$ cat config.mk
export PLATFORM = sky130hd
export DESIGN_NAME = alu_flags_unit
export DESIGN_NICKNAME = d
export VERILOG_FILES = /design/src/rtl/alu_flags_unit_pkg.sv /design/src/rtl/alu_flags_unit_flag_stack.sv /design/src/rtl/alu_flags_unit.sv
export SDC_FILE = /design/constraint.sdc
export NUM_CORES = 1
export LEC_CHECK = 0
export BUFFER_PORTS_ARGS = -buffer_cell sky130_fd_sc_hd__buf_2
export CELL_PAD_IN_SITES_DETAIL_PLACEMENT = 0
export CELL_PAD_IN_SITES_GLOBAL_PLACEMENT = 1
export CORE_ASPECT_RATIO = 0.9
export CORE_MARGIN = 2
export CORE_UTILIZATION = 27
export DETAILED_ROUTE_END_ITERATION = 8
export HOLD_SLACK_MARGIN = 0.15
export PLACE_DENSITY = 0.85
export SETUP_SLACK_MARGIN = 0.3
export SLEW_MARGIN = 20
export SYNTH_ARGS = -nofsm -noshare
export SYNTH_HDL_FRONTEND = slang
export SYNTH_SLANG_ARGS = --single-unit
export TNS_END_PERCENT = 30
$ cat constraint.sdc
create_clock -name i_clk -period 1.9 [get_ports i_clk]
set_input_delay 0.38 -clock i_clk [delete_from_list [all_inputs] [get_ports i_clk]]
set_output_delay 0.38 -clock i_clk [all_outputs]
set_load 0.005 [all_outputs]
$ cat src/rtl/alu_flags_unit_pkg.sv
// Shared definitions for the ALU flag unit: flag layout, operation classes,
// condition codes and the branch-condition evaluator.
package alu_flags_unit_pkg;

  localparam int unsigned FLAG_W = 4;

  localparam int unsigned FLAG_O = 3;
  localparam int unsigned FLAG_S = 2;
  localparam int unsigned FLAG_C = 1;
  localparam int unsigned FLAG_Z = 0;

  localparam logic [1:0] OPC_LOGIC = 2'b00;
  localparam logic [1:0] OPC_ADD   = 2'b01;
  localparam logic [1:0] OPC_SUB   = 2'b10;
  localparam logic [1:0] OPC_SHIFT = 2'b11;

  localparam logic [3:0] CC_AL = 4'd0;
  localparam logic [3:0] CC_EQ = 4'd1;
  localparam logic [3:0] CC_NE = 4'd2;
  localparam logic [3:0] CC_CS = 4'd3;
  localparam logic [3:0] CC_CC = 4'd4;
  localparam logic [3:0] CC_MI = 4'd5;
  localparam logic [3:0] CC_PL = 4'd6;
  localparam logic [3:0] CC_VS = 4'd7;
  localparam logic [3:0] CC_VC = 4'd8;
  localparam logic [3:0] CC_GE = 4'd9;
  localparam logic [3:0] CC_LT = 4'd10;
  localparam logic [3:0] CC_GT = 4'd11;
  localparam logic [3:0] CC_LE = 4'd12;
  localparam logic [3:0] CC_HI = 4'd13;
  localparam logic [3:0] CC_LS = 4'd14;
  localparam logic [3:0] CC_NV = 4'd15;

  // Bit order matches the external {O,S,C,Z} flag bus.
  typedef struct packed {
    logic o;
    logic s;
    logic c;
    logic z;
  } flags_t;

  function automatic logic eval_cond(input flags_t f, input logic [3:0] cc);
    logic r;
    r = 1'b0;
    case (cc)
      CC_AL:   r = 1'b1;
      CC_EQ:   r = f.z;
      CC_NE:   r = ~f.z;
      CC_CS:   r = f.c;
      CC_CC:   r = ~f.c;
      CC_MI:   r = f.s;
      CC_PL:   r = ~f.s;
      CC_VS:   r = f.o;
      CC_VC:   r = ~f.o;
      CC_GE:   r = (f.s == f.o);
      CC_LT:   r = (f.s != f.o);
      CC_GT:   r = ~f.z & (f.s == f.o);
      CC_LE:   r = f.z | (f.s != f.o);
      CC_HI:   r = f.c & ~f.z;
      CC_LS:   r = ~f.c | f.z;
      default: r = 1'b0;
    endcase
    return r;
  endfunction

endpackage

$ cat src/rtl/alu_flags_unit_flag_stack.sv
// LIFO used to save/restore flag words around interrupts and calls.
// Overflow/underflow attempts leave the stack untouched and raise a sticky error.
module alu_flags_unit_flag_stack #(
  parameter int unsigned WIDTH = 4,
  parameter int unsigned DEPTH = 4
) (
  input  logic             i_clk,
  input  logic             i_rst,
  input  logic             i_push,
  input  logic             i_pop,
  input  logic [WIDTH-1:0] i_din,
  output logic [WIDTH-1:0] o_top_c,
  output logic             o_pop_ok_c,
  output logic             o_full,
  output logic             o_empty,
  output logic             o_err
);

  localparam int unsigned AW = $clog2(DEPTH);
  localparam int unsigned CW = AW + 1;

  logic [CW-1:0]    r_count;
  logic             r_full;
  logic             r_empty;
  logic             r_err;
  logic [WIDTH-1:0] r_mem [DEPTH];

  logic          w_push_ok;
  logic          w_pop_ok;
  logic          w_bad;
  logic [CW-1:0] w_count_nxt;
  logic [AW-1:0] w_top_idx;

  // Simultaneous push and pop cancel each other without error.
  assign w_push_ok = i_push & ~i_pop & ~r_full;
  assign w_pop_ok  = i_pop & ~i_push & ~r_empty;
  assign w_bad     = (i_push & ~i_pop & r_full) | (i_pop & ~i_push & r_empty);

  always_comb begin
    w_count_nxt = r_count;
    if (w_push_ok) begin
      w_count_nxt = r_count + CW'(1);
    end else if (w_pop_ok) begin
      w_count_nxt = r_count - CW'(1);
    end
  end

  always_ff @(posedge i_clk) begin
    if (i_rst) begin
      r_count <= '0;
      r_full  <= 1'b0;
      r_empty <= 1'b1;
      r_err   <= 1'b0;
    end else begin
      r_count <= w_count_nxt;
      r_full  <= (w_count_nxt == CW'(DEPTH));
      r_empty <= (w_count_nxt == '0);
      r_err   <= r_err | w_bad;
    end
  end

  // Storage needs no reset: entries above the count are never read.
  always_ff @(posedge i_clk) begin
    if (w_push_ok) begin
      r_mem[r_count[AW-1:0]] <= i_din;
    end
  end

  // When full the low count bits wrap to 0, so minus one still lands on the top entry.
  assign w_top_idx  = r_count[AW-1:0] - AW'(1);
  assign o_top_c    = r_mem[w_top_idx];
  assign o_pop_ok_c = w_pop_ok;
  assign o_full     = r_full;
  assign o_empty    = r_empty;
  assign o_err      = r_err;

endmodule

$ cat src/rtl/alu_flags_unit.sv
// Registered O/S/C/Z flag file with per-flag write mask, save/restore stack
// and branch condition evaluation.
module alu_flags_unit
  import alu_flags_unit_pkg::*;
#(
  parameter int unsigned WIDTH = 32,
  parameter int unsigned DEPTH = 4
) (
  input  logic             i_clk,
  input  logic             i_rst,
  input  logic [WIDTH-1:0] i_a,
  input  logic [WIDTH-1:0] i_b,
  input  logic [WIDTH-1:0] i_res,
  input  logic             i_c_in,
  input  logic [1:0]       i_opclass,
  input  logic             i_we,
  input  logic [3:0]       i_fmask,
  input  logic             i_push,
  input  logic             i_pop,
  input  logic [3:0]       i_cond,
  output logic [3:0]       o_flags,
  output logic             o_cond_true,
  output logic             o_stk_full,
  output logic             o_stk_empty,
  output logic             o_stk_err
);

  localparam int unsigned MSB = WIDTH - 1;

  flags_t             r_flags;
  flags_t             w_derived;
  logic [FLAG_W-1:0]  w_flags_nxt;
  logic [FLAG_W-1:0]  w_merged;
  logic [FLAG_W-1:0]  w_top;
  logic               w_pop_ok;
  logic               w_unused;

  // Only the sign bits of the operands matter for overflow detection.
  assign w_unused = ^{i_a[MSB-1:0], i_b[MSB-1:0]};

  alu_flags_unit_flag_stack #(
    .WIDTH (FLAG_W),
    .DEPTH (DEPTH)
  ) u_stack (
    .i_clk      (i_clk),
    .i_rst      (i_rst),
    .i_push     (i_push),
    .i_pop      (i_pop),
    .i_din      (r_flags),
    .o_top_c    (w_top),
    .o_pop_ok_c (w_pop_ok),
    .o_full     (o_stk_full),
    .o_empty    (o_stk_empty),
    .o_err      (o_stk_err)
  );

  // Candidate flags from the current ALU result.
  always_comb begin
    w_derived   = '0;
    w_derived.s = i_res[MSB];
    w_derived.z = (i_res == '0);
    case (i_opclass)
      OPC_ADD: begin
        w_derived.o = (i_a[MSB] == i_b[MSB]) & (i_res[MSB] != i_a[MSB]);
        w_derived.c = i_c_in;
      end
      OPC_SUB: begin
        w_derived.o = (i_a[MSB] != i_b[MSB]) & (i_res[MSB] != i_a[MSB]);
        w_derived.c = i_c_in;
      end
      OPC_SHIFT: w_derived.c = i_c_in;
      default: ;
    endcase
  end

  assign w_merged = (r_flags & ~i_fmask) | (w_derived & i_fmask);

  // A pop request, successful or not, always suppresses the write strobe.
  always_comb begin
    w_flags_nxt = r_flags;
    if (w_pop_ok) begin
      w_flags_nxt = w_top;
    end else if (i_we & ~i_pop) begin
      w_flags_nxt = w_merged;
    end
  end

  always_ff @(posedge i_clk) begin
    if (i_rst) begin
      r_flags <= '0;
    end else begin
      r_flags <= flags_t'(w_flags_nxt);
    end
  end

  assign o_flags     = r_flags;
  assign o_cond_true = eval_cond(r_flags, i_cond);

endmodule

==> metrics.md <==
| Metric | Value |
|---|---|
| Peak VDD IR | 0.0004186 V |
| Sink Count | 26 |
| Worst Path Max Fanout | 8 |
| Wire length of the first global-routing pass | between 5000 and 6000 um |
| CTS tree | yes |
| Post-synth cell types | 40 |
| Reg-to-Reg End | u_stack.o_empty |
| Initial antenna violation count | 0 |
| Final ANT Viol Nets | 0 |
| Inserted Clock Buffers | 3 |
| PwrDens | 940.6 nW/um2 |
| # setup viols final | 0 |
| Slowest cell on the critical path | dfxtp_4 |
| Leakage | 0.0007800 uW |
| Transition time at the pin with the least slew margin | 0.3947 ns |
| RePlAce Congestion | 0.7350 |
| Cell Chain, Critical Path | xor2_2 -> nor3_2 -> o21ai_1 -> o311a_1 -> a22oi_2 -> buf_2 |
| Critical path capture point type | output pin |
| Mux cell area share after synthesis | 6.867% |
| Worst Setup Start Kind | flop |
| Yosys warns | 0 |
| Post-CTS setup repair buffer count | 0 |
| Vias | about 1200 |
| DR pass1 iterations | 4 |
| Final Slew Violations | 0 |
| Fill cell count | between 500 and 600 |
| Routed WL per cell | approximately 12 um |
| Max-slew headroom | about three quarters |
| GRT Residual Overflow | 0 |
| I/O Buffers | 57 |
| Nets@finish | 314 |
| HPWL Detailed | ~2700 um |
| Fin crit share | between 90% and 100% |
| Clock skew | 0.001770 ns |
| CTS clock-pin slew for the worst setup and hold paths | about 0.09 ns |
| Vias in the first global route | approximately 1200 |
| Clk root buf | clkbuf_8 |
| Non-Filler Instances | roughly 260 |
| Maxcap violations | 0 |
| RSZ-0062 raised after global routing | true |
| Worst min-delay path category | in2reg |
| Final WL | around 3200 um |
| Peak Freq | 0.5499 GHz |
| R2r startpoint | u_stack.r_count[0] |
| Die Area | between 6000 and 7000 um2 |
| Initial core utilization | between 20 and 30% |
| Final count of hold timing violations | 0 |
| Compound-Gate Fraction of Synth Area | ~13% |
| Largest area contributor in the netlist | edfxtp_1 |
| Post-Synthesis Cells | 133 |
| HP Start | i_fmask[3] |
| Gr usage total | between 10% and 20% |
| Vias per cell | ~4.7 |
| Core box area | between 5000 and 6000 um2 |
| Iter 0 DRT Violations | 16 |
| I/O pin count | 120 |
| Worst EP required | around 1.5 ns |
| Setup slack, reg-to-reg | 0.45 ns |
| WP data arrival | ~1.4 ns |
| Hold Path Depth | 3 |
| Post-Synth XOR/XNOR Area | around 2.4% |
| Yosys top cell area share | between 30% and 40% |
| Clk buf depth | 2 |
| Dpl ws | 0.1664 ns |
| Largest cells by area after synthesis | edfxtp_1 (33%), dfxtp_1 (14%), mux4_2 (6.2%) |
| Crit path time final | roughly 1.8 ns |
| Synth Area in Adders | 6.009% |
| Cells on worst reg2reg path | 7 |
| Synthesized area | 1458 um2 |
| Crit path largest cell delay | slightly above 0.4 ns |
| Synth Area per Inst | about 11 um2 |
| Setup ws final | ~0.082 ns |
| Total Neg Setup Slack | 0 ns |
| Largest net degree at the start of global routing | 16 |
| Outcome | completed |
| Worst Hold Slack | 0.3657 ns |
| Die X-Extent | between 80 and 90 um |
| Clk_lat worst skew | 0.27 ns |
| N_diodes | 0 |
| Residual DRC count | 0 |
| Crit Path Class | reg2out |
| Final Util | 37.60% |
| Register area share after synthesis | 46.70% |
| Largest family of logic cells by synthesized area | simple AND/OR/NAND/NOR gates |
| Share of cells above drive strength 1 | between 40 and 50% |
| Synthesis-to-layout area growth | 34.76% |
| #FFs+latches synth | 26 |
| Die height | around 74 um |
| Cell Rows | 25 |
| Syn Nets | around 250 |
| Placed cells | roughly 260 |
| H-tree levels | 1 |
| Simple-gate area share of the yosys netlist | between 20% and 30% |
## through the flow
| stage | area (um2) | total power, uW |
|---|---|---|
| finish | 1964 | 1848 |
| global route | 1964 | 1970 |
| CTS | 1941 | 1843 |
| detailed placement | 1842 | 1352 |
| global placement | 1842 | 1335 |
| floorplan | 1470 | 1161 |
## critical path: cells and delay by family, from the launching register on
kind | cells | cell delay, ns
simple gates | 1 | 0.05
flops | 1 | 0.41
xor+xnor | 1 | 0.17
buf+inv | 1 | 0.13
compound gates | 3 | 0.39
## layout make-up
class	count	area (um2)	share of cell area, %
tap	67	83.83	4.268
inverter	7	26.28	1.338
timing repair buffer	63	330.3	16.82
sequential	26	690.7	35.16
clock buffer	3	41.29	2.102
clock inverter	1	30.03	1.529
multi-input combinational	94	762.0	38.79
## layout by cell type (no fill, tap or decap), drive strengths merged, types with 5 or more instances in the layout
| cell | Yosys | layout |
|---|---|---|
| buf | 2 | 63 |
| edfxtp | 16 | 16 |
| nor2 | 11 | 11 |
| nand2 | 10 | 10 |
| dfxtp | 10 | 10 |
| nor4 | 9 | 9 |
| inv | 7 | 7 |
| ha | 7 | 7 |
| o21ai | 5 | 5 |
| nor3 | 5 | 5 |
## cells in the mapped netlist
cell type,number
nand4b_1,1
a22oi_1,1
a311oi_1,2
o21bai_1,1
a211oi_1,2
nor2b_1,1
nor4_1,9
o21ai_0,5
mux4_2,4
o21a_1,1
nor3_1,3
nand4_1,2
buf_4,1
xnor2_1,2
clkbuf_1,2
a221oi_2,1
and3_1,1
o311a_1,1
nand2_1,10
buf_2,1
nand3b_1,3
a32oi_1,1
o211ai_1,3
nor2_1,10
nand2b_1,2
xor2_1,2
edfxtp_1,16
nor2_2,1
a31oi_1,4
nor3_2,2
nand3_1,1
and2_1,4
ha_1,7
mux2i_1,1
nor3b_4,2
dfxtp_1,10
clkbuf_2,2
inv_1,7
a21oi_1,3
a22oi_2,1
## worst max-delay path by stage
| stage | endpoint | slack, ns | depth (start not counted) |
|---|---|---|---|
| detailed placement | o_cond_true | 0.17 | 7 |
| floorplan | flop | 0.30 | 7 |
| finish | o_cond_true | 0.08 | 6 |
| global route | o_cond_true | -0.03 | 6 |
| global placement | o_cond_true | 0.15 | 7 |
| CTS | o_cond_true | 0.02 | 6 |
## power by group
part,internal [uW],total [uW],switching [uW]
logic,312,619,307
registers,694,769,74.3
clock network,282,460,178
## layer usage
| metal | up-vias | global-route usage [%] | routed length (um) |
|---|---|---|---|
| met5 | - | 0 | 0 |
| met4 | 0 | 5.085 | 63 |
| met3 | 5 | 1.966 | 231 |
| met2 | 58 | 19.67 | 1496 |
| met1 | 536 | 15.43 | 1454 |
| li1 | 627 | - | - |
## cell families (layout without fill, tap and decap cells)
family          after synthesis  count (layout)
compound gates               26              26
xor+xnor                      4               4
fa+ha+maj                     7               7
buf+inv                      13              74
flops                        26              26
mux                           5               5
simple gates                 52              52
## repair_timing
action,CTS,global route
pin swaps,4,3
endpoints found under the hold margin,0,0
hold buffers,0,0
resized for setup,9,6
endpoints found under the setup margin,7,7
(Power assumes the default switching activity.)
